--- config.mk ---
export PLATFORM = sky130hd
export DESIGN_NAME = lcd_phy_arb
export DESIGN_NICKNAME = d
export VERILOG_FILES = /design/src/rtl/lcd_phy_arb.sv
export SDC_FILE = /design/constraint.sdc
export NUM_CORES = 1
export LEC_CHECK = 0
export ABC_CLOCK_PERIOD_IN_PS = 1800
export CAP_MARGIN = 20
export CORE_ASPECT_RATIO = 0.5
export CORE_MARGIN = 3
export CORE_UTILIZATION = 30
export CTS_CLUSTER_DIAMETER = 100
export DETAILED_ROUTE_END_ITERATION = 6
export PLACE_DENSITY = 0.59
export SETUP_SLACK_MARGIN = 0.1
export SYNTH_ARGS = -nofsm -noshare
export SYNTH_HDL_FRONTEND = slang
export SYNTH_SLANG_ARGS = --single-unit
--- constraint.sdc ---
create_clock -name clk -period 1.8 [get_ports clk]
set_input_delay 0.45 -clock clk [delete_from_list [all_inputs] [get_ports clk]]
set_output_delay 0.45 -clock clk [all_outputs]
set_load 0.01 [all_outputs]
--- src/rtl/lcd_phy_arb.sv ---
// lcd_phy_arb: two-requester, transfer-granular arbiter for the LCD PHY write port
// with a registered output stage and an owner-idle watchdog.
module lcd_phy_arb #(
  parameter bit PRIO_A = 1'b1,
  parameter int TIMEOUT = 1024,
  parameter int TW = 11
) (
  input  logic       clk,
  input  logic       rst_n,
  input  logic [7:0] a_data,
  input  logic       a_rs,
  input  logic       a_last,
  input  logic       a_valid,
  output logic       a_ready,
  input  logic [7:0] b_data,
  input  logic       b_rs,
  input  logic       b_last,
  input  logic       b_valid,
  output logic       b_ready,
  output logic [7:0] phy_data,
  output logic       phy_rs,
  output logic       phy_valid,
  input  logic       phy_ready,
  output logic       busy,
  output logic       owner,
  output logic       err_timeout
);
  typedef enum logic [1:0] {IDLE, GNT_A, GNT_B} state_t;
  state_t state;
  logic [TW-1:0] cnt;
  logic last_b;
  logic free, a_acc, b_acc, acc_last, own_valid, tmo, pick_b;
  assign free = ~phy_valid | phy_ready;
  assign a_ready = (state == GNT_A) & free;
  assign b_ready = (state == GNT_B) & free;
  assign a_acc = a_valid & a_ready;
  assign b_acc = b_valid & b_ready;
  assign acc_last = (a_acc & a_last) | (b_acc & b_last);
  assign own_valid = (state == GNT_B) ? b_valid : a_valid;
  assign tmo = (TIMEOUT != 0) && (state != IDLE) && !own_valid && (cnt == TW'(TIMEOUT - 1));
  // last_b=1 means B was served last, so A is preferred on a round-robin tie
  assign pick_b = !a_valid | (b_valid & !PRIO_A & !last_b);
  always_ff @(posedge clk or negedge rst_n) begin
    if (!rst_n) begin
      state <= IDLE;
      cnt <= '0;
      last_b <= 1'b1;
      phy_data <= '0;
      phy_rs <= 1'b0;
      phy_valid <= 1'b0;
      busy <= 1'b0;
      owner <= 1'b0;
      err_timeout <= 1'b0;
    end else begin
      err_timeout <= tmo;
      if (a_acc | b_acc) begin
        phy_valid <= 1'b1;
        phy_data <= b_acc ? b_data : a_data;
        phy_rs <= b_acc ? b_rs : a_rs;
      end else if (phy_ready) begin
        phy_valid <= 1'b0;
      end
      if (state == IDLE) begin
        cnt <= '0;
        if (a_valid | b_valid) begin
          state <= pick_b ? GNT_B : GNT_A;
          owner <= pick_b;
          busy <= 1'b1;
        end
      end else if (acc_last | tmo) begin
        state <= IDLE;
        busy <= 1'b0;
        last_b <= (state == GNT_B);
        cnt <= '0;
      end else begin
        cnt <= own_valid ? '0 : cnt + TW'(1);
      end
    end
  end
endmodule

==> results of run 1 <==
==> worst reg2reg max path: stages (launching register included) <==
cell and delay (ns):
dfrtp_1 0.38, ha_2 0.20, nand3_2 0.08, or4_4 0.56, o221ai_4 0.18, o21ai_0 0.11
==> final timing paths <==
path                       depth (start not counted)  startpoint  slack [ns]  endpoint
max reg2reg                                        5      cnt[0]        0.17      busy
max in group asynchronous                          2       rst_n        1.00    cnt[1]
max                                                5      cnt[0]        0.17      busy
min reg2reg                                        1     cnt[10]        0.55   cnt[10]
min in group clk                                   1     cnt[10]        0.55   cnt[10]
min                                                2       rst_n        0.55     owner
==> final cells by class <==
type / count / area, um^2 / area share
Clock buffer: 4 / 55.1 / 0.0301
Inverter: 6 / 22.5 / 0.0123
Multi-Input combinational cell: 85 / 552 / 0.302
Sequential cell: 26 / 651 / 0.356
Tap cell: 51 / 63.8 / 0.0349
Timing Repair Buffer: 51 / 484 / 0.265
==> where the power goes <==
part           internal [mW]  switching [mW]  leakage, nW
clock network          0.196           0.184       0.0288
logic                  0.595           0.472        0.498
registers              0.768           0.102        0.327
==> layer usage <==
metal | GRT usage | share of wire
met4 | 0.0354 | 0
met5 | 0 | 0
met1 | 0.143 | 0.44
met2 | 0.229 | 0.49
met3 | 0.0368 | 0.069
==> layout by cell type (no fill, tap or decap), types with 2 or more instances in the layout <==
master	n
inv_1	6
o21ai_0	4
nor2b_1	3
nor2_1	20
dfrtp_1	26
nand2_1	4
xnor2_1	3
xor2_1	5
clkbuf_8	4
nand4_1	6
mux2i_1	9
nand3_1	5
and3_1	3
a21oi_1	11
clkdlybuf4s50_1	35
buf_2	2
buf_4	11
==> sequential cells by signal, summed over array words and instances, names as in the netlist <==
| name | flops |
|---|---|
| phy_valid | 1 |
| err_timeout | 1 |
| phy_data | 8 |
| state | 2 |
| cnt | 11 |
| owner | 1 |
| phy_rs | 1 |
| busy | 1 |
==> cells by family after synthesis <==
group,after synthesis
buffers and inverters,9
xor gates and xnor gates,8
and+or+nand+nor,49
DFF,26
AOI/OAI and AO/OA,18
muxes,9
adders and majority gates,1
==> per-stage QoR <==
| stage | worst slack, ns | setup TNS (ns) | instance area [um^2] | cells |
|---|---|---|---|---|
| floorplan | 0.208 | 0 | 1220 | 120 |
| global placement | -0.386 | -1.43 | 1750 | 217 |
| detailed placement | -0.409 | -1.74 | 1750 | 217 |
| CTS | 0.0891 | 0 | 1800 | 222 |
| global route | 0.0922 | 0 | 1830 | 223 |
| finish | 0.171 | 0 | 1830 | 223 |
==> repair_timing <==
action,in CTS,in global routing
buffers inserted,1,1
setup endpoints to repair,3,5
pin swaps,1,1
hold buffers,0,0
gates resized for setup,10,3
==> out/metrics.yaml, run 1 <==
num_rows: 15
yosys-top-cells-area: "dfrtp_1, mux2i_1, nor2_1"
synth_compound_area_frac: 0.0863
critPathArrivalTime_ns: 1.78
slowest_delay_ns: 0.56
cts_tree: "built"
dieArea_um2: 4900
synth_xor_xnor_area_share: 0.0576
path_max_fanout: 3
synth_common_cells: "dfrtp_1, nor2_1, a21oi_1, mux2i_1"
yosysWarnings: 0
io_pins: 40
cp.required_ns: 1.95
whs_ns: 0.546
grt_use_total: 0.126
fillCellCount: 348
fin_crit_ns: 1.63
path_class: "reg2reg"
report.final.setup_viol: 0
worstMarginPinSlew_ns: 0.337
netlist_area_um2: 1220
grt_setup_unrepaired: "true"
port_buffers: 39
finalMaxSlewViolations: 0
vias_per_cell: 4.58
irDropWorstVdd_mv: 0.284
async_reset_ff_frac: 1.00
drt-initial-drc-count: 41
synth-edff-count: 0
drc_errors: 0
layout-drive-gt1-share: 0.151
synth_top_area_frac: 0.534
drv_cap: 0
die_x_um: 96.1
clk_pin_slew_ns: 0.09
utilization: 0.499
grt-ovfl-total: 0
synthAdderAreaFrac: 0.0103
drtAntennaViolNets: 0
initial_core_util: 0.333
synth-seq-area-share: 0.534
p_leak_nw: 0.854
hold_path_class: "in2async"
core_um2: 3660
synth_mux_area_frac: 0.0740
fin_crit_sh: 0.905
powerDensity_nw_per_um2: 1270
status: "completed"
hold_viol: 0
fin_nets: 199
die-height_um: 51.0
synth_simple_gate_area_frac: 0.208
grt_pass1_vias: 1051
total_power_mw: 2.32
cts_buffers: 3
area_growth_pct: 50.2
slew_headroom: 0.775
cts_sinks: 26
htree_levels: 1
synth_top_family_by_area: "simple AND/OR/NAND/NOR gates"
grt_start_max_net_pins: 27
crit_path_end_kind: "flop"
antenna_found_initial: 0
hpwl_mm: 2.04
synth_area_leader_cell: "dfrtp_1"
skew_ns: 0.00745
synth.most_common_cell: "dfrtp_1"
synth-main-ff-cell: "dfrtp_1"
fmax_mhz: 614
start_kind: "flop"
cts_max_path_buffers: 2
synth_nets: 146
syn_inst: 120
ys_ff_latch: 26
crit_path_top_delay_cell: "or4_4"
gp_congestion: 0.741
clk_latency_ns: 0.27
path_buf_inv: 0
firstDrtPassIters: 4
root_buffer: "clkbuf_8"
path_cells: "ha_2 -> nand3_2 -> or4_4 -> o221ai_4 -> o21ai_0"
synth.distinct_cells: 26
cp_top_family: "simple AND/OR/NAND/NOR gates"
vias: 1022
synth_area_per_cell_um2: 10.1
grt_pass1_wl_mm: 4.73
diodes: 0
wl_per_cell_um: 12.4
wl_mm: 2.76
No activity file was read; power rests on OpenSTA's default activity.
==> inputs of run 2 (changes only) <==
--- a/config.mk
+++ b/config.mk
@@ -14,6 +14,7 @@
 export DETAILED_ROUTE_END_ITERATION = 6
 export PLACE_DENSITY = 0.59
 export SETUP_SLACK_MARGIN = 0.1
+export SKIP_LAST_GASP = 1
 export SYNTH_ARGS = -nofsm -noshare
 export SYNTH_HDL_FRONTEND = slang
 export SYNTH_SLANG_ARGS = --single-unit
==> results of run 2 <==
The final DEF is identical to that of run 1; final timing and power are the same.
==> inputs of run 3 (changes only) <==
--- a/config.mk
+++ b/config.mk
@@ -10,7 +10,7 @@
 export CORE_ASPECT_RATIO = 0.5
 export CORE_MARGIN = 3
 export CORE_UTILIZATION = 30
-export CTS_CLUSTER_DIAMETER = 100
+export CTS_CLUSTER_SIZE = 40
 export DETAILED_ROUTE_END_ITERATION = 6
 export PLACE_DENSITY = 0.59
 export SETUP_SLACK_MARGIN = 0.1
==> constraint.sdc (replaced) <==
create_clock -name clk -period 1.8 [get_ports clk]
set_input_delay 0.36 -clock clk [delete_from_list [all_inputs] [get_ports clk]]
set_output_delay 0.36 -clock clk [all_outputs]
set_load 0.01 [all_outputs]
==> run 3 against run 2 <==
Compared with the run above: setup slack got worse by 0.057 ns; die area did not move; sequential share of layout area rose by 0.37 points; final cell count fell by 1.3%; maximum frequency fell by 3.4%; final area fell by 1.0%; register-to-register slack improved by 0.07 ns; global-route usage fell by 0.57 points; worst hold slack got worse by 0.10 ns; first-iteration DRC count fell by 12%; critical path type is now in2out; largest cell class unchanged; highest routed layer is now met4.
==> out/metrics.yaml, run 3 (synthesis gave the netlist of run 1 again) <==
status: "completed"
fillCellCount: 363
fmax_mhz: 593
root_buffer: "clkbuf_8"
report.final.setup_viol: 0
powerDensity_nw_per_um2: 1260
fin_crit_sh: 0.937
slew_headroom: 0.779
fin_nets: 196
wl_mm: 2.69
grt-ovfl-total: 0
drtAntennaViolNets: 0
grt_setup_unrepaired: "true"
crit_path_top_delay_cell: "clkdlybuf4s50_1"
drv_cap: 0
crit_path_end_kind: "primary output"
drt-initial-drc-count: 36
skew_ns: 0.00461
cts_buffers: 3
die-height_um: 51.0
die_x_um: 96.1
firstDrtPassIters: 4
diodes: 0
path_cells: "clkdlybuf4s50_1 -> nand2b_4 -> and3_1 -> clkdlybuf4s15_1"
hold_path_class: "in2async"
drc_errors: 0
num_rows: 15
slowest_delay_ns: 0.46
layout-drive-gt1-share: 0.130
regMostFlops: "cnt"
top_regs: "cnt x11, phy_data x8, state x2"
grt_pass1_wl_mm: 4.60
cts_max_path_buffers: 2
start_kind: "input port"
cts_sinks: 26
whs_ns: 0.446
vias: 1006
htree_levels: 1
most-common-layout-cells: "clkdlybuf4s50_1, dfrtp_1, nor2_1, a21oi_1, mux2i_1"
antenna_found_initial: 0
p_leak_nw: 0.829
io_pins: 40
irDropWorstVdd_mv: 0.302
cts_tree: "built"
clk_pin_slew_ns: 0.09
cp.required_ns: 1.44
area_growth_pct: 48.6
wl_per_cell_um: 12.2
critPathArrivalTime_ns: 1.33
dieArea_um2: 4900
postCtsHoldBufs: 0
gp_congestion: 0.760
hold_viol: 0
hpwl_mm: 2.04
finalMaxSlewViolations: 0
grt_use_total: 0.120
worstMarginPinSlew_ns: 0.332
grt_start_max_net_pins: 27
vias_per_cell: 4.57
largest_register_ffs: 11
placed_cell_area_um2: 1730
fin_crit_ns: 1.69
grt_pass1_vias: 1035
port_buffers: 39
core_um2: 3660
finalInstanceArea_um2: 1810
path_class: "in2out"
final_common_cell: "clkdlybuf4s50_1"
clk_latency_ns: 0.27
initial_core_util: 0.333
path_max_fanout: 4
run 3: changes by cell type in the layout (fill, tap and decap cells not counted):
| cell | before | now |
|---|---|---|
| buf_4 | 11 | 8 |
| buf_2 | 2 | 0 |
| clkdlybuf4s50_1 | 35 | 37 |
| clkbuf_2 | 0 | 1 |
| clkdlybuf4s15_1 | 0 | 1 |
| dlygate4sd2_1 | 1 | 0 |
| dlymetal6s2s_1 | 1 | 0 |
run 3: where the power goes:
group          total [mW]  internal [mW]  switching (mW)
registers           0.874          0.768           0.106
clock network       0.373          0.196           0.177
logic                1.03          0.575           0.460
total                2.28           1.54           0.743
run 3: through the flow:
stage | utilization | power, mW | TNS [ns] | setup WS (ns) | cells
floorplan | - | 1.37 | 0 | 0.208 | 120
global placement | 0.473 | 1.90 | -0.397 | -0.206 | 215
detailed placement | 0.473 | 1.92 | -0.429 | -0.220 | 215
CTS | 0.491 | 2.31 | 0 | 0.0849 | 220
global route | 0.494 | 2.47 | 0 | 0.0548 | 220
finish | 0.494 | 2.28 | 0 | 0.114 | 220
run 3: path summary, 6_finish.rpt:
| path | start | endpoint | slack (ns) | cells past startpoint |
|---|---|---|---|---|
| setup / recovery | phy_ready | a_ready | 0.11 | 4 |
| hold / removal | rst_n | cnt[6] | 0.45 | 2 |
| setup reg to reg | cnt[1] | state[0] | 0.24 | 5 |
| hold reg to reg | owner | owner | 0.54 | 2 |
| max in group asynchronous | rst_n | phy_data[3] | 1.11 | 2 |
| min in group clk | owner | owner | 0.54 | 2 |
run 3: timing repair:
| item | in CTS | in global routing |
|---|---|---|
| endpoints found under the setup margin | 4 | 10 |
| pin swaps | 0 | 1 |
| gates resized for setup | 3 | 5 |
| buffers inserted | 1 | 0 |
run 3: critical path, delay by kind of cell:
kind                   cells  cell delay [ns]
buffers and inverters      2             0.69
AND/OR/NAND/NOR            2             0.28
run 3: layout make-up:
type	count	area [um^2]	share of cell area
sequential	26	651	0.360
timing repair buffer	48	465	0.257
clock buffer	4	55.1	0.0304
inverter	6	22.5	0.0124
multi-input combinational	85	552	0.305
tap	51	63.8	0.0353
run 3: layer usage:
metal | wire, um | vias up | global-route usage
met3 | 195 | 4 | 0.0397
met2 | 1270 | 23 | 0.208
met4 | 23 | 0 | 0.0283
met5 | 0 | - | 0
met1 | 1210 | 468 | 0.144
li1 | - | 511 | -
